[src/rtl/pixel_pack_16i_256o.sv]
// Write-side width packer: gathers IN_WIDTH pixel beats into OUT_WIDTH words
// and writes them into a wr_en/wr_full FIFO, with one pending word plus one accumulator.
module pixel_pack_16i_256o #(
  parameter int IN_WIDTH  = 16,
  parameter int OUT_WIDTH = 256,
  parameter int CNT_WIDTH = 20
) (
  input  logic                 clk,
  input  logic                 rst,
  input  logic                 in_valid,
  input  logic [IN_WIDTH-1:0]  in_data,
  input  logic                 in_last,
  output logic                 in_ready,
  output logic                 out_wr_en,
  output logic [OUT_WIDTH-1:0] out_wr_data,
  output logic                 out_last,
  input  logic                 out_wr_full,
  output logic [CNT_WIDTH-1:0] word_count
);

  localparam int RATIO  = OUT_WIDTH / IN_WIDTH;
  localparam int LANE_W = (RATIO > 1) ? $clog2(RATIO) : 1;

  typedef enum logic {FILL, HELD} state_e;

  state_e                 state_q, state_d;
  logic [LANE_W-1:0]      lane_q, lane_d;
  logic [OUT_WIDTH-1:0]   acc_q, acc_d;
  logic                   acc_last_q, acc_last_d;
  logic                   pend_valid_q, pend_valid_d;
  logic [OUT_WIDTH-1:0]   pend_data_q, pend_data_d;
  logic                   pend_last_q, pend_last_d;
  logic [CNT_WIDTH-1:0]   word_count_q, word_count_d;

  logic                   accept, drain, complete;
  logic [OUT_WIDTH-1:0]   word;

  always_comb begin
    // NOTE: every variable gets a default first so no path leaves it unassigned (no latch).
    state_d      = state_q;
    lane_d       = lane_q;
    acc_d        = acc_q;
    acc_last_d   = acc_last_q;
    pend_valid_d = pend_valid_q;
    pend_data_d  = pend_data_q;
    pend_last_d  = pend_last_q;
    word_count_d = word_count_q;

    accept   = in_valid && (state_q == FILL);
    drain    = pend_valid_q && !out_wr_full;
    word     = acc_q;
    word[IN_WIDTH*lane_q +: IN_WIDTH] = in_data;
    complete = accept && ((lane_q == LANE_W'(RATIO - 1)) || in_last);

    if (drain) begin
      pend_valid_d = 1'b0;
      word_count_d = word_count_q + 1'b1;
    end

    case (state_q)
      FILL: begin
        if (complete) begin
          lane_d = '0;
          // Lanes never written stay zero because the accumulator is cleared per word.
          if (!pend_valid_q || drain) begin
            pend_valid_d = 1'b1;
            pend_data_d  = word;
            pend_last_d  = in_last;
            acc_d        = '0;
          end else begin
            acc_d      = word;
            acc_last_d = in_last;
            state_d    = HELD;
          end
        end else if (accept) begin
          acc_d  = word;
          lane_d = lane_q + 1'b1;
        end
      end
      HELD: begin
        if (drain) begin
          pend_valid_d = 1'b1;
          pend_data_d  = acc_q;
          pend_last_d  = acc_last_q;
          acc_d        = '0;
          acc_last_d   = 1'b0;
          state_d      = FILL;
        end
      end
      default: state_d = FILL;
    endcase
  end

  // NOTE: state registers use non-blocking assignments so all flops update together.
  always_ff @(posedge clk or posedge rst) begin
    if (rst) begin
      state_q      <= FILL;
      lane_q       <= '0;
      acc_q        <= '0;
      acc_last_q   <= 1'b0;
      pend_valid_q <= 1'b0;
      pend_data_q  <= '0;
      pend_last_q  <= 1'b0;
      word_count_q <= '0;
    end else begin
      state_q      <= state_d;
      lane_q       <= lane_d;
      acc_q        <= acc_d;
      acc_last_q   <= acc_last_d;
      pend_valid_q <= pend_valid_d;
      pend_data_q  <= pend_data_d;
      pend_last_q  <= pend_last_d;
      word_count_q <= word_count_d;
    end
  end

  assign in_ready    = (state_q == FILL);
  assign out_wr_en   = drain;
  assign out_wr_data = pend_data_q;
  assign out_last    = pend_last_q;
  assign word_count  = word_count_q;

endmodule

[config.mk]
export PLATFORM = sky130hd
export DESIGN_NAME = pixel_pack_16i_256o
export DESIGN_NICKNAME = d
export VERILOG_FILES = /design/src/rtl/pixel_pack_16i_256o.sv
export SDC_FILE = /design/constraint.sdc
export NUM_CORES = 1
export LEC_CHECK = 0
export CAP_MARGIN = 10
export CORE_ASPECT_RATIO = 1.5
export CORE_MARGIN = 2
export CORE_UTILIZATION = 35
export DETAILED_ROUTE_END_ITERATION = 16
export GPL_TIMING_DRIVEN = 0
export REMOVE_ABC_BUFFERS = 1
export SLEW_MARGIN = 25
export SYNTH_ARGS = -nofsm -noshare
export SYNTH_HDL_FRONTEND = slang
export SYNTH_SLANG_ARGS = --single-unit
[constraint.sdc]
create_clock -name clk -period 18.53 [get_ports clk]
set_input_delay 3.706 -clock clk [delete_from_list [all_inputs] [get_ports clk]]
set_output_delay 3.706 -clock clk [all_outputs]
set_load 0.005 [all_outputs]
==> impl_metrics.env <==
export IMPL_run_status="finished, final reports clean"
export IMPL_grt_start_max_net_pins=101
export IMPL_cpMostUsedCell="sky130_fd_sc_hd__clkdlybuf4s50_1"
export IMPL_postSynth_topFlopCell="sky130_fd_sc_hd__dfrtp_1"
export IMPL_worstSetupPathType="in -> out"
export IMPL_cts_buffer_depth=3
export IMPL_finalHoldViolations=0
export IMPL_setup_slack_ns=9.12
export IMPL_first_pass_grt_wire_length_um=108000
export IMPL_routed_wire_length_per_instance_um=21.4
export IMPL_multiInputGateArea_um2=8870
export IMPL_worstHoldEndpoint="acc_q[202]$_DFFE_PP0P_"
export IMPL_worst_path_largest_cell_delay_ns=0.80
export IMPL_dp_hpwl_um=47000
export IMPL_worst_setup_path_end_kind="primary output"
export IMPL_final_antenna_net_count=0
export IMPL_yosysSeqAreaShare_pct=58.5
export IMPL_wl_met1_um=28800
export IMPL_clk_root_buffer_cell="sky130_fd_sc_hd__clkbuf_16"
export IMPL_initial_core_util_pct=35.3
export IMPL_area_of_the_die_um2=68100
export IMPL_timing_final_max_slew_violations=0
export IMPL_grt_antenna_before_repair=2
export IMPL_crit_fanout=10
export IMPL_core_um2=65500
export IMPL_cts_tree="done"
export IMPL_fin_crit_sh_pct=50.8
export IMPL_setup_viol_count_final=0
export IMPL_grt_total_ovfl=0
export IMPL_synth_cells=2111
export IMPL_router_iterations_before_antenna_repair=5
export IMPL_timing_reg2reg_setup_slack_ns=14.91
export IMPL_max_clock_freq_mhz=106
export IMPL_post_cts_resized_instances=0
export IMPL_cts_setup_buffers=0
export IMPL_mappedNetlistArea_um2=23100
export IMPL_p_leak_nw=12.7
export IMPL_cts_sinks=540
export IMPL_synthesis_area_per_instance_um2=10.9
export IMPL_ys_warn_count=0
export IMPL_floorplan_die_height_um=319
export IMPL_critical_path_top_delay_family="buffers and inverters"
export IMPL_rsz_0062_raised_after_global_routing="false"
export IMPL_detailedPlace_worstSlack_ns=9.12
export IMPL_clock_latency_ns=0.62
export IMPL_synth_enable_flop_cells=0
export IMPL_met3_length_um=3510
export IMPL_worstReg2RegStart="lane_q[0]$_DFFE_PP0P_"
export IMPL_tightestPinTransition_ns=1.10
export IMPL_drive_above_1_share_pct=8.98
export IMPL_numPortBuffers=299
export IMPL_final_min_clock_period_ns=9.41
export IMPL_postCtsHoldBufs=0
export IMPL_grt_pass1_vias=17600
export IMPL_h_tree_depth=2
export IMPL_vias_per_cell=5.32
export IMPL_path_cells="clkdlybuf4s50_1 -> nor2b_1 -> clkdlybuf4s50_1"
export IMPL_timing_rr_end="out_wr_data[59]$_DFFE_PP0P_"
export IMPL_floorplan_row_count=115
export IMPL_hold_class="reg -> reg"
export IMPL_synth_async_sr_flop_share_pct=100
export IMPL_vias=17300
export IMPL_whs_path_depth=2
export IMPL_cpMaxStageDelayCell="sky130_fd_sc_hd__nor2b_1"
export IMPL_drt_drc_violations_left=0
export IMPL_clock_skew_final_ns=0.0124
export IMPL_critical_path_n_buffers_inverters=2
export IMPL_timing_critical_path_from_type="primary input"
export IMPL_reg2reg_depth=8
export IMPL_slew_headroom_pct=26.4
export IMPL_crit_arrival_ns=5.70
export IMPL_num_fill_cells=6068
export IMPL_cap_viol_max_count=0
export IMPL_area_delta_synth_final_pct=27.9
export IMPL_cts_clk_slew_worst_paths_ns=0.06
export IMPL_routed_top_layer="met5"
export IMPL_postRouteWirelength_um=69500
export IMPL_total_routing_resource_utilization_after_global_routing_pct=20.7
export IMPL_hold_start="acc_q[202]$_DFFE_PP0P_"
export IMPL_synth_ff_latch_count=540
export IMPL_diodes=0
export IMPL_violation_count_after_the_first_detailed_route_iteration=1310
export IMPL_cellPowerDensity_nw_per_um2=168
export IMPL_post_route_util_pct=45.2
export IMPL_peakVddDrop_mv=0.0827
export IMPL_inserted_clock_buffers=55
export IMPL_required_ns=14.82
export IMPL_top_level_ports=300
export IMPL_seq_area_um2=13500
export IMPL_gpl_final_weighted_congestion=0.815
export IMPL_worst_setup_path_startpoint="out_wr_full"
export IMPL_yosys_cell_types_count=55
export IMPL_chipWidth_um=214
export IMPL_final_net_count=2350
export IMPL_wl_met2_um=34100
-- power breakdown --
| part | internal, mW | switching, mW |
|---|---|---|
| logic | 0.946 | 1.00 |
| clock network | 0.770 | 0.488 |
| registers | 1.51 | 0.251 |
| total | 3.23 | 1.74 |
-- synth_stat cells, types with 2 or more instances --
library cell	instances	area, um2
sky130_fd_sc_hd__nor3_2	7	70.1
sky130_fd_sc_hd__nor2b_1	5	31.3
sky130_fd_sc_hd__a22oi_1	15	113
sky130_fd_sc_hd__nor3_1	15	75.1
sky130_fd_sc_hd__and2_1	33	206
sky130_fd_sc_hd__buf_6	8	90.1
sky130_fd_sc_hd__a31oi_1	50	313
sky130_fd_sc_hd__a21oi_1	214	1070
sky130_fd_sc_hd__buf_2	43	215
sky130_fd_sc_hd__o2bb2ai_1	23	201
sky130_fd_sc_hd__xor2_1	7	61.3
sky130_fd_sc_hd__o21ai_1	18	90.1
sky130_fd_sc_hd__nor3_4	2	32.5
sky130_fd_sc_hd__inv_1	10	37.5
sky130_fd_sc_hd__a21o_1	5	37.5
sky130_fd_sc_hd__ha_1	4	50.1
sky130_fd_sc_hd__clkbuf_1	115	432
sky130_fd_sc_hd__o211ai_1	2	15.0
sky130_fd_sc_hd__buf_1	15	56.3
sky130_fd_sc_hd__nor2_2	2	12.5
sky130_fd_sc_hd__nand4_1	7	43.8
sky130_fd_sc_hd__o22ai_1	2	12.5
sky130_fd_sc_hd__mux2i_1	193	1930
sky130_fd_sc_hd__nor2_1	279	1050
sky130_fd_sc_hd__buf_4	10	75.1
sky130_fd_sc_hd__nand3_1	44	220
sky130_fd_sc_hd__nand2b_1	21	131
sky130_fd_sc_hd__or3_1	11	68.8
sky130_fd_sc_hd__xnor2_1	14	123
sky130_fd_sc_hd__and3_1	3	18.8
sky130_fd_sc_hd__nand2_1	133	499
sky130_fd_sc_hd__o2bb2ai_2	10	150
sky130_fd_sc_hd__dfrtp_1	540	13500
sky130_fd_sc_hd__and4_1	3	26.3
sky130_fd_sc_hd__a22o_1	190	1660
sky130_fd_sc_hd__o21ai_2	4	35.0
sky130_fd_sc_hd__o21ai_0	36	180
-- metrics by stage --
stage,TNS (ns),total power [mW],instance area (um2),hold WS [ns],cells
4_1_cts,0,5.03,29500,0.484,3246
5_1_grt,0,5.28,29600,0.506,3248
6_report,0,4.97,29600,0.475,3248
3_3_place_gp,-,4.10,26300,0.461,3096
3_5_place_dp,0,3.74,27500,0.470,3143
2_1_floorplan,-3649.80,3.12,22200,0.449,1920
-- worst reg2reg max path, cell delays in order, from the launching register on --
cell and delay [ns]:
sky130_fd_sc_hd__dfrtp_1 0.58, sky130_fd_sc_hd__inv_1 0.15, sky130_fd_sc_hd__ha_1 0.39, sky130_fd_sc_hd__and2b_1 0.76
sky130_fd_sc_hd__nand3_1 0.35, sky130_fd_sc_hd__nor3_4 0.64, sky130_fd_sc_hd__buf_8 0.24, sky130_fd_sc_hd__mux2i_1 0.29
sky130_fd_sc_hd__a21oi_1 0.10
-- how the worst max path moves through the flow --
stage | endpoint | cells past startpoint | slack [ns]
after floorplan | out_wr_data[128]$_DFFE_PP0P_ | 5 | -15.49
after global routing | out_wr_en | 3 | 9.05
after CTS | out_wr_en | 3 | 9.12
after detailed placement | out_wr_en | 3 | 9.12
final | out_wr_en | 3 | 9.12
after global placement | out_wr_data[128]$_DFFE_PP0P_ | 6 | -28.46
-- sequential cells by signal (all words and copies together) (netlist names) --
signal,count
acc_q,256
out_wr_data,256
word_count,20
lane_q,4
acc_last_q,1
out_last,1
pend_valid_q,1
state_q,1
-- per-layer routing --
layer,track usage [%],up-vias
met4,9.29,2
li1,-,7906
met2,33.9,485
met5,0,-
met3,3.45,129
met1,26.6,8742
-- cells in the final DEF, fill, tap and decap left out, types with 14 or more instances in the layout --
cell type / count
sky130_fd_sc_hd__clkdlybuf4s50_1: 293
sky130_fd_sc_hd__a31oi_1: 50
sky130_fd_sc_hd__mux2i_1: 193
sky130_fd_sc_hd__a22oi_1: 15
sky130_fd_sc_hd__nor2_1: 273
sky130_fd_sc_hd__o21ai_0: 36
sky130_fd_sc_hd__nand3_1: 44
sky130_fd_sc_hd__xnor2_1: 14
sky130_fd_sc_hd__nand2b_1: 21
sky130_fd_sc_hd__clkbuf_16: 56
sky130_fd_sc_hd__a22o_1: 190
sky130_fd_sc_hd__nand2_1: 132
sky130_fd_sc_hd__o21ai_2: 19
sky130_fd_sc_hd__dfrtp_1: 539
sky130_fd_sc_hd__buf_16: 28
sky130_fd_sc_hd__clkbuf_8: 15
sky130_fd_sc_hd__a21oi_1: 213
sky130_fd_sc_hd__and2_1: 32
sky130_fd_sc_hd__o2bb2ai_1: 23
-- final cells by class --
cell class / instances / area share, %
inverters: 10 / 0.152
well taps: 877 / 3.71
clock inverters: 20 / 1.38
multi-input cells: 1370 / 30.0
clock buffers: 83 / 5.59
flip-flops and latches: 540 / 45.7
repair buffers: 348 / 13.4
-- cell families (layout without fill, tap and decap cells) --
group | after synthesis | in the layout | synth area share [%]
AO/OA/AOI/OAI | 575 | 575 | 17.1
adder cells (fa/ha/maj) | 4 | 4 | 0.217
buffers and inverters | 201 | 461 | 3.92
flip-flops | 540 | 540 | 58.5
multiplexers | 194 | 194 | 8.41
AND/OR/NAND/NOR | 576 | 576 | 11.1
XOR/XNOR | 21 | 21 | 0.796
Note: power is estimated with default switching activity, not from simulation.
